<file path="config.mk">
export PLATFORM = sky130hd
export DESIGN_NAME = wb_result_sel
export DESIGN_NICKNAME = d
export VERILOG_FILES = /design/src/rtl/wb_sel_pkg.sv /design/src/rtl/wb_sel_watchdog.sv /design/src/rtl/wb_result_sel.sv
export SDC_FILE = /design/constraint.sdc
export NUM_CORES = 1
export LEC_CHECK = 0
export ABC_AREA = 1
export CAP_MARGIN = 20
export CORE_AREA = 2 2 121 123
export CTS_CLUSTER_SIZE = 16
export DETAILED_ROUTE_END_ITERATION = 8
export DIE_AREA = 0 0 123 125
export PLACE_DENSITY = 0.82
export SETUP_SLACK_MARGIN = 0.05
export SYNTH_ARGS = -nofsm -noshare
export SYNTH_HDL_FRONTEND = slang
export SYNTH_SLANG_ARGS = --single-unit
</file>
<file path="constraint.sdc">
create_clock -name clk -period 5.2 [get_ports clk]
set_input_delay 1.04 -clock clk [delete_from_list [all_inputs] [get_ports clk]]
set_output_delay 1.04 -clock clk [all_outputs]
set_load 0.05 [all_outputs]
</file>
<file path="src/rtl/wb_sel_pkg.sv">
// Shared types and constants for the write-back result selector.
// Source indices follow the RV32F datapath ordering.
package wb_sel_pkg;

    localparam int WB_WIDTH = 32;
    localparam int WB_NSRC  = 8;

    localparam int SRC_ALU   = 0;
    localparam int SRC_FADD  = 1;
    localparam int SRC_FMUL  = 2;
    localparam int SRC_FCVT  = 3;
    localparam int SRC_LOAD  = 4;
    localparam int SRC_PC4   = 5;
    localparam int SRC_FDIV  = 6;
    localparam int SRC_FSQRT = 7;

    typedef enum logic {
        IDLE = 1'b0,
        WAIT = 1'b1
    } wb_state_e;

endpackage

</file>
<file path="src/rtl/wb_sel_watchdog.sv">
// Wait-state cycle counter; flags expiry when a multi-cycle unit never
// answers. Only built when WB_SEL_TIMEOUT_EN is defined.
module wb_sel_watchdog #(
    parameter int TIMEOUT = 64
) (
    input  logic clk,
    input  logic rst_n,
    input  logic active,
    output logic expire
);

    localparam int CW = (TIMEOUT > 2) ? $clog2(TIMEOUT) : 1;

    logic [CW-1:0] count;

    always_ff @(posedge clk or negedge rst_n) begin
        if (!rst_n) begin
            count <= '0;
        end else if (!active) begin
            count <= '0;
        end else begin
            count <= count + 1'b1;
        end
    end

    assign expire = active && (count == CW'(TIMEOUT - 1));

endmodule

</file>
<file path="src/rtl/wb_result_sel.sv">
// Registered write-back result selector with multi-cycle stall handling.
// Optional watchdog enabled by defining WB_SEL_TIMEOUT_EN.
module wb_result_sel
    import wb_sel_pkg::*;
#(
    parameter int WIDTH   = WB_WIDTH,
    parameter int NSRC    = WB_NSRC,
    parameter int SELW    = $clog2(NSRC),
    parameter int TIMEOUT = 64
) (
    input  logic                  clk,
    input  logic                  rst_n,
    input  logic [NSRC*WIDTH-1:0] src_data,
    input  logic [SELW-1:0]       sel,
    input  logic                  req_valid,
    input  logic [NSRC-1:0]       mc_mask,
    input  logic [NSRC-1:0]       src_done,
    input  logic                  flush,
    output logic [WIDTH-1:0]      out_data,
    output logic                  out_valid,
    output logic                  stall,
    output logic                  err
);

    wb_state_e       state;
    logic [SELW-1:0] sel_q;
    logic [WIDTH-1:0] pick_data;
    logic [WIDTH-1:0] wait_data;
    logic            pick_mc;
    logic            wait_done;
    logic            expire;

    // Out-of-range selects match no source: zero data, single-cycle.
    always_comb begin
        pick_data = '0;
        pick_mc   = 1'b0;
        wait_data = '0;
        wait_done = 1'b0;
        for (int i = 0; i < NSRC; i++) begin
            if (int'(sel) == i) begin
                pick_data = src_data[i*WIDTH +: WIDTH];
                pick_mc   = mc_mask[i];
            end
            if (int'(sel_q) == i) begin
                wait_data = src_data[i*WIDTH +: WIDTH];
                wait_done = src_done[i];
            end
        end
    end

`ifdef WB_SEL_TIMEOUT_EN
    wb_sel_watchdog #(
        .TIMEOUT (TIMEOUT)
    ) u_watchdog (
        .clk    (clk),
        .rst_n  (rst_n),
        .active (state == WAIT),
        .expire (expire)
    );
`else
    assign expire = 1'b0;
`endif

    always_comb begin
        stall = 1'b0;
        if (rst_n && !flush) begin
            if (state == IDLE) begin
                stall = req_valid && pick_mc;
            end else begin
                stall = !wait_done && !expire;
            end
        end
    end

    always_ff @(posedge clk or negedge rst_n) begin
        if (!rst_n) begin
            state     <= IDLE;
            sel_q     <= '0;
            out_data  <= '0;
            out_valid <= 1'b0;
            err       <= 1'b0;
        end else begin
            out_valid <= 1'b0;
            err       <= 1'b0;
            if (flush) begin
                state <= IDLE;
            end else begin
                unique case (state)
                    IDLE: begin
                        if (req_valid) begin
                            if (pick_mc) begin
                                sel_q <= sel;
                                state <= WAIT;
                            end else begin
                                out_data  <= pick_data;
                                out_valid <= 1'b1;
                            end
                        end
                    end
                    WAIT: begin
                        // A real completion wins over a same-cycle expiry.
                        if (wait_done) begin
                            out_data  <= wait_data;
                            out_valid <= 1'b1;
                            state     <= IDLE;
                        end else if (expire) begin
                            out_data  <= '0;
                            out_valid <= 1'b1;
                            err       <= 1'b1;
                            state     <= IDLE;
                        end
                    end
                    default: state <= IDLE;
                endcase
            end
        end
    end

endmodule
</file>
# Word level (Yosys, flattened, before mapping)
# Index checks and enable logic that the tools add are counted.
# classes
eq_ne,17
muxes,48
bitwise,2
reduce_logical,8
# ops
op,n
$mux W32,19
$pmux W32 S2,1
$mux W1,26
$eq A3 B3 Y1 const B,8
$eq A3 B2 Y1 const B,4
$reduce_and A4 Y1,2
$eq A3 B1 Y1 const B,2
$logic_not A3 Y1,2
$ne A2 B2 Y1 const B,2
$pmux W1 S2,2
$logic_and A1 B1 Y1,2
$logic_not A1 Y1,2
$ne A2 B1 Y1 const B,1
$not A1 Y1,2
# totals
register_bits,37
inputBits,279
output_inout_bits,35
wordCells,79

# Longest topological paths before layout
# logic_depth
word_depth,13
ltp_mapped,14

# Worst setup path after synthesis
# Ideal clock, no wire load.
# synth_path
path_type,input-to-output
from,input port sel[0]
to,output port stall
arrival_ns,2.539
slack_ns,1.621
path_stages,9
path_cell_list,buf_4 -> inv_2 -> buf_2 -> nor3_4 -> a21oi_1 -> nand4_1 -> nand4_1 -> o21ai_1 -> and2_1
# synth_between
elab_chain_cells,12
word_cells_on_any_way,19
cone_classes,eq/ne: 7; mux: 10; reduce/logical: 2
# synth_rtl
item,line,text
start: declaration,wb_result_sel.sv:14,"input logic [SELW-1:0] sel,"
$logic_not A3 Y1,wb_result_sel.sv:40,if (int'(sel) == i) begin
$mux W1 (7 in a row),wb_result_sel.sv:40,
$mux W1 *,wb_result_sel.sv:40,
$logic_and A1 B1 Y1 *,wb_result_sel.sv:68,stall = req_valid && pick_mc;
$mux W1 *,wb_result_sel.sv:67,if (state == IDLE) begin
$mux W1 *,wb_result_sel.sv:66,if (rst_n && !flush) begin
end: declaration,wb_result_sel.sv:21,"output logic stall,"
# Every way passes the cells marked *; elsewhere a longest branch is shown, timed or not.

# Worst setup path in the final report
# layout_path
from,input port sel[2]
to,output port stall
# Same word-level chain as after synthesis.

==> results.yml <==
synth:
  seq_area_frac_synth_pct: 16.04
  synthCells: 1146
  avgSynthCellArea_um2: 5.036
  ys_ff_latch: 37
  synth_area_leaders: "nand2_1 (30%), dfrtp_1 (16%), nand4_1 (11%)"
  synth_most_common_cell: "nand2_1"
  syn-num-nets: 1425
  ys_types: 24
  synth_common_cells: "nand2_1 (468), nor2_1 (136), a21oi_1 (116)"
  yosys_warnings: 0
  synth_ff_type: "dfrtp_1"
  synth_top_area_share_pct: 30.44
  synth_area_um2: 5772
  async_reset_ff_share_pct: 100.0
  synth_top_area_cell: "nand2_1"
  synth-edff-count: 0
setup_path:
  cp_max_fo: 29
  critPathArrivalTime_ps: 3260
  end_kind: "output pin"
  r2r-end: "out_data[2]"
  worstPathRequired_ps: 4160
  crit_chain: "clkdlybuf4s50_1 -> inv_2 -> nand4_1 -> nand3_1 -> nor2_1 -> nand4_1 -> nand4_1 -> o21ai_1 -> and2_1 -> buf_12"
  worstSetupStartpointType: "primary input"
  r2r_start: "sel_q[1]"
  crit_top_cell: "nand4_1"
  path_class: "primary input to output pin"
  r2r_setup_slack_ps: 1640
  cpLargestDelayFamily: "buffers and inverters"
  reg2reg_depth: 10
  cpPeakStageDelay_ps: 580
  critical_path_buf_inv_count: 3
  cp_slowest_cell: "clkdlybuf4s50_1"
cts:
  clkSinkCount: 37
  postCtsHoldBufs: 0
  clkTransAtPathRegs_ps: 50
  cts_inserted_buffers: 5
  cts_tree: "built"
  post_cts.repair.setup_buffers: 0
  htreeDepth: 2
  cts_resized: 0
  cts_buffer_depth: 2
  root_buffer: "clkbuf_16"
  clkLatencyLatePin_ps: 280
floorplan:
  core_area_um2: 14200
  fp.dieH_um: 125
  die_w_um: 123
  start_util_pct: 40.64
  ios: 314
  rows: 44
  dieArea_um2: 15380
global_routing:
  gr-usage-all-layers_pct: 37.34
  grt_pass1_wl_um: 44950
  grt_use_met3_pct: 8.850
  antenna_found_initial: 1
  grt_max_degree: 61
  top_usage_layer: "met2"
  grt_use_met1_pct: 43.23
  grt_overflow_total: 0
  use_met2_pct: 63.93
  first_global_vias: 8699
timing:
  finalSetupViolCount: 0
  fin_crit_ps: 4300
  tightest_slew_ps: 898.6
  hold_viol_final: 0
  slew_headroom_pct: 40.09
  setup_slack_ps: 900.2
  post-route-period-util_pct: 82.69
  clock-skew-final_ps: 4.707
  rsz0062_at_grt: "false"
  whs_ps: 468.0
  slew_violations: 0
  max_freq_ghz: 0.2326
  tns_ps: 0
power_and_ir_drop:
  seqPwrFrac_pct: 19.6
  combPwrFrac_pct: 69.3
  leakagePower_nw: 4.193
  p_sw_share_pct: 52.94
  finalPower_mw: 2.586
  p_per_area_nw_per_um2: 282.7
  pwr-share-clk_pct: 11.1
  p_int_mw: 1.217
  ir_drop_mv: 0.1754
  p_sw_mw: 1.369
worst_hold_path:
  whs_endpoint: "out_data[25]"
  holdPathStages: 2
  min_from: "out_data[25]"
  hp-class: "flop to flop"
layout:
  multi_input_area_um2: 4234
  fin_nets: 1690
  area.sequential_um2: 925.9
  nFillCells: 1365
  fin_util_pct: 64.40
  finalInstanceArea_um2: 9148
  instances_no_fill: 1597
  layout-drive-gt1-share_pct: 3.683
  area_growth_pct: 58.49
detailed_routing:
  avgViaCountPerCell: 5.686
  vias: 9081
  ant_nets: 0
  first_iter_violations: 1029
  drtPass1Iterations: 6
  drc_errors: 0
  wl_per_cell_um: 18.54
  wirelength_um: 29610
placement:
  pre_cts_slack_ps: 933.2
  gp_congestion: 0.9295
  postPlaceCellArea_um2: 9006
  port_buffers: 312
  dp_cells: 1588
  dp_hpwl_um: 21550
job:
  cap_violations: 0
run_status:
  outcome: "finished, final reports clean"
final cells by class:
type | instances | share of cell area, %
diodes | 1 | 0.02736
well taps | 184 | 2.517
repair buffers | 334 | 36.04
flip-flops and latches | 37 | 10.12
clock inverters | 2 | 0.1094
multi-input cells | 948 | 46.29
clock buffers | 6 | 1.409
inverters | 85 | 3.488
sequential cells by signal, indices dropped and copies added (netlist names):
register,flops
out_valid,1
state,1
sel_q,3
out_data,32
worst max path at each step:
stage	startpoint	to	slack [ps]	cells past startpoint
6_report	sel[2]	stall	900	10
5_1_grt	sel[2]	stall	640	10
4_1_cts	sel[2]	stall	910	10
3_5_place_dp	sel[2]	stall	930	10
3_3_place_gp	sel[2]	stall	940	10
2_1_floorplan	sel[0]	stall	1620	9
cells by family after synthesis:
group | count (synthesis) | synth area share, %
AO/OA/AOI/OAI | 121 | 10.69
buffers and inverters | 161 | 11.32
flip-flops | 37 | 16.04
other | 1 | 0.06497
AND/OR/NAND/NOR | 826 | 61.89
worst reg2reg max path: cells and delay by family, from the launching register on:
kind	cells	cell delay [ps]
buf+inv	1	150
compound gates	1	720
simple gates	8	1960
flops	1	630
power groups by stage:
stage	Sequential [mW]	Clock [mW]	Combinational (mW)
global placement	0.505	0	1.74
CTS	0.502	0.290	1.77
floorplan	0.802	0	0.722
detailed placement	0.504	0	1.76
global route	0.513	0.306	1.93
finish	0.506	0.288	1.79
per-layer routing:
layer | wire length, um | share of wire, %
met1 | 10540 | 36
met2 | 14020 | 47
met3 | 3502 | 12
met4 | 1540 | 5.2
met5 | 0 | 0
cells in the final DEF, fill, tap and decap left out, drive strengths merged:
cell type / instances
diode: 1
and2: 1
inv: 84
dfrtp: 37
nand4: 105
clkbuf: 6
nand3: 104
o21ai: 4
a21oi: 117
nand2: 470
clkdlybuf4s50: 310
nor2: 137
conb: 1
buf: 24
clkinv: 3
nor3: 9
Power figures use the tool's default switching activity.
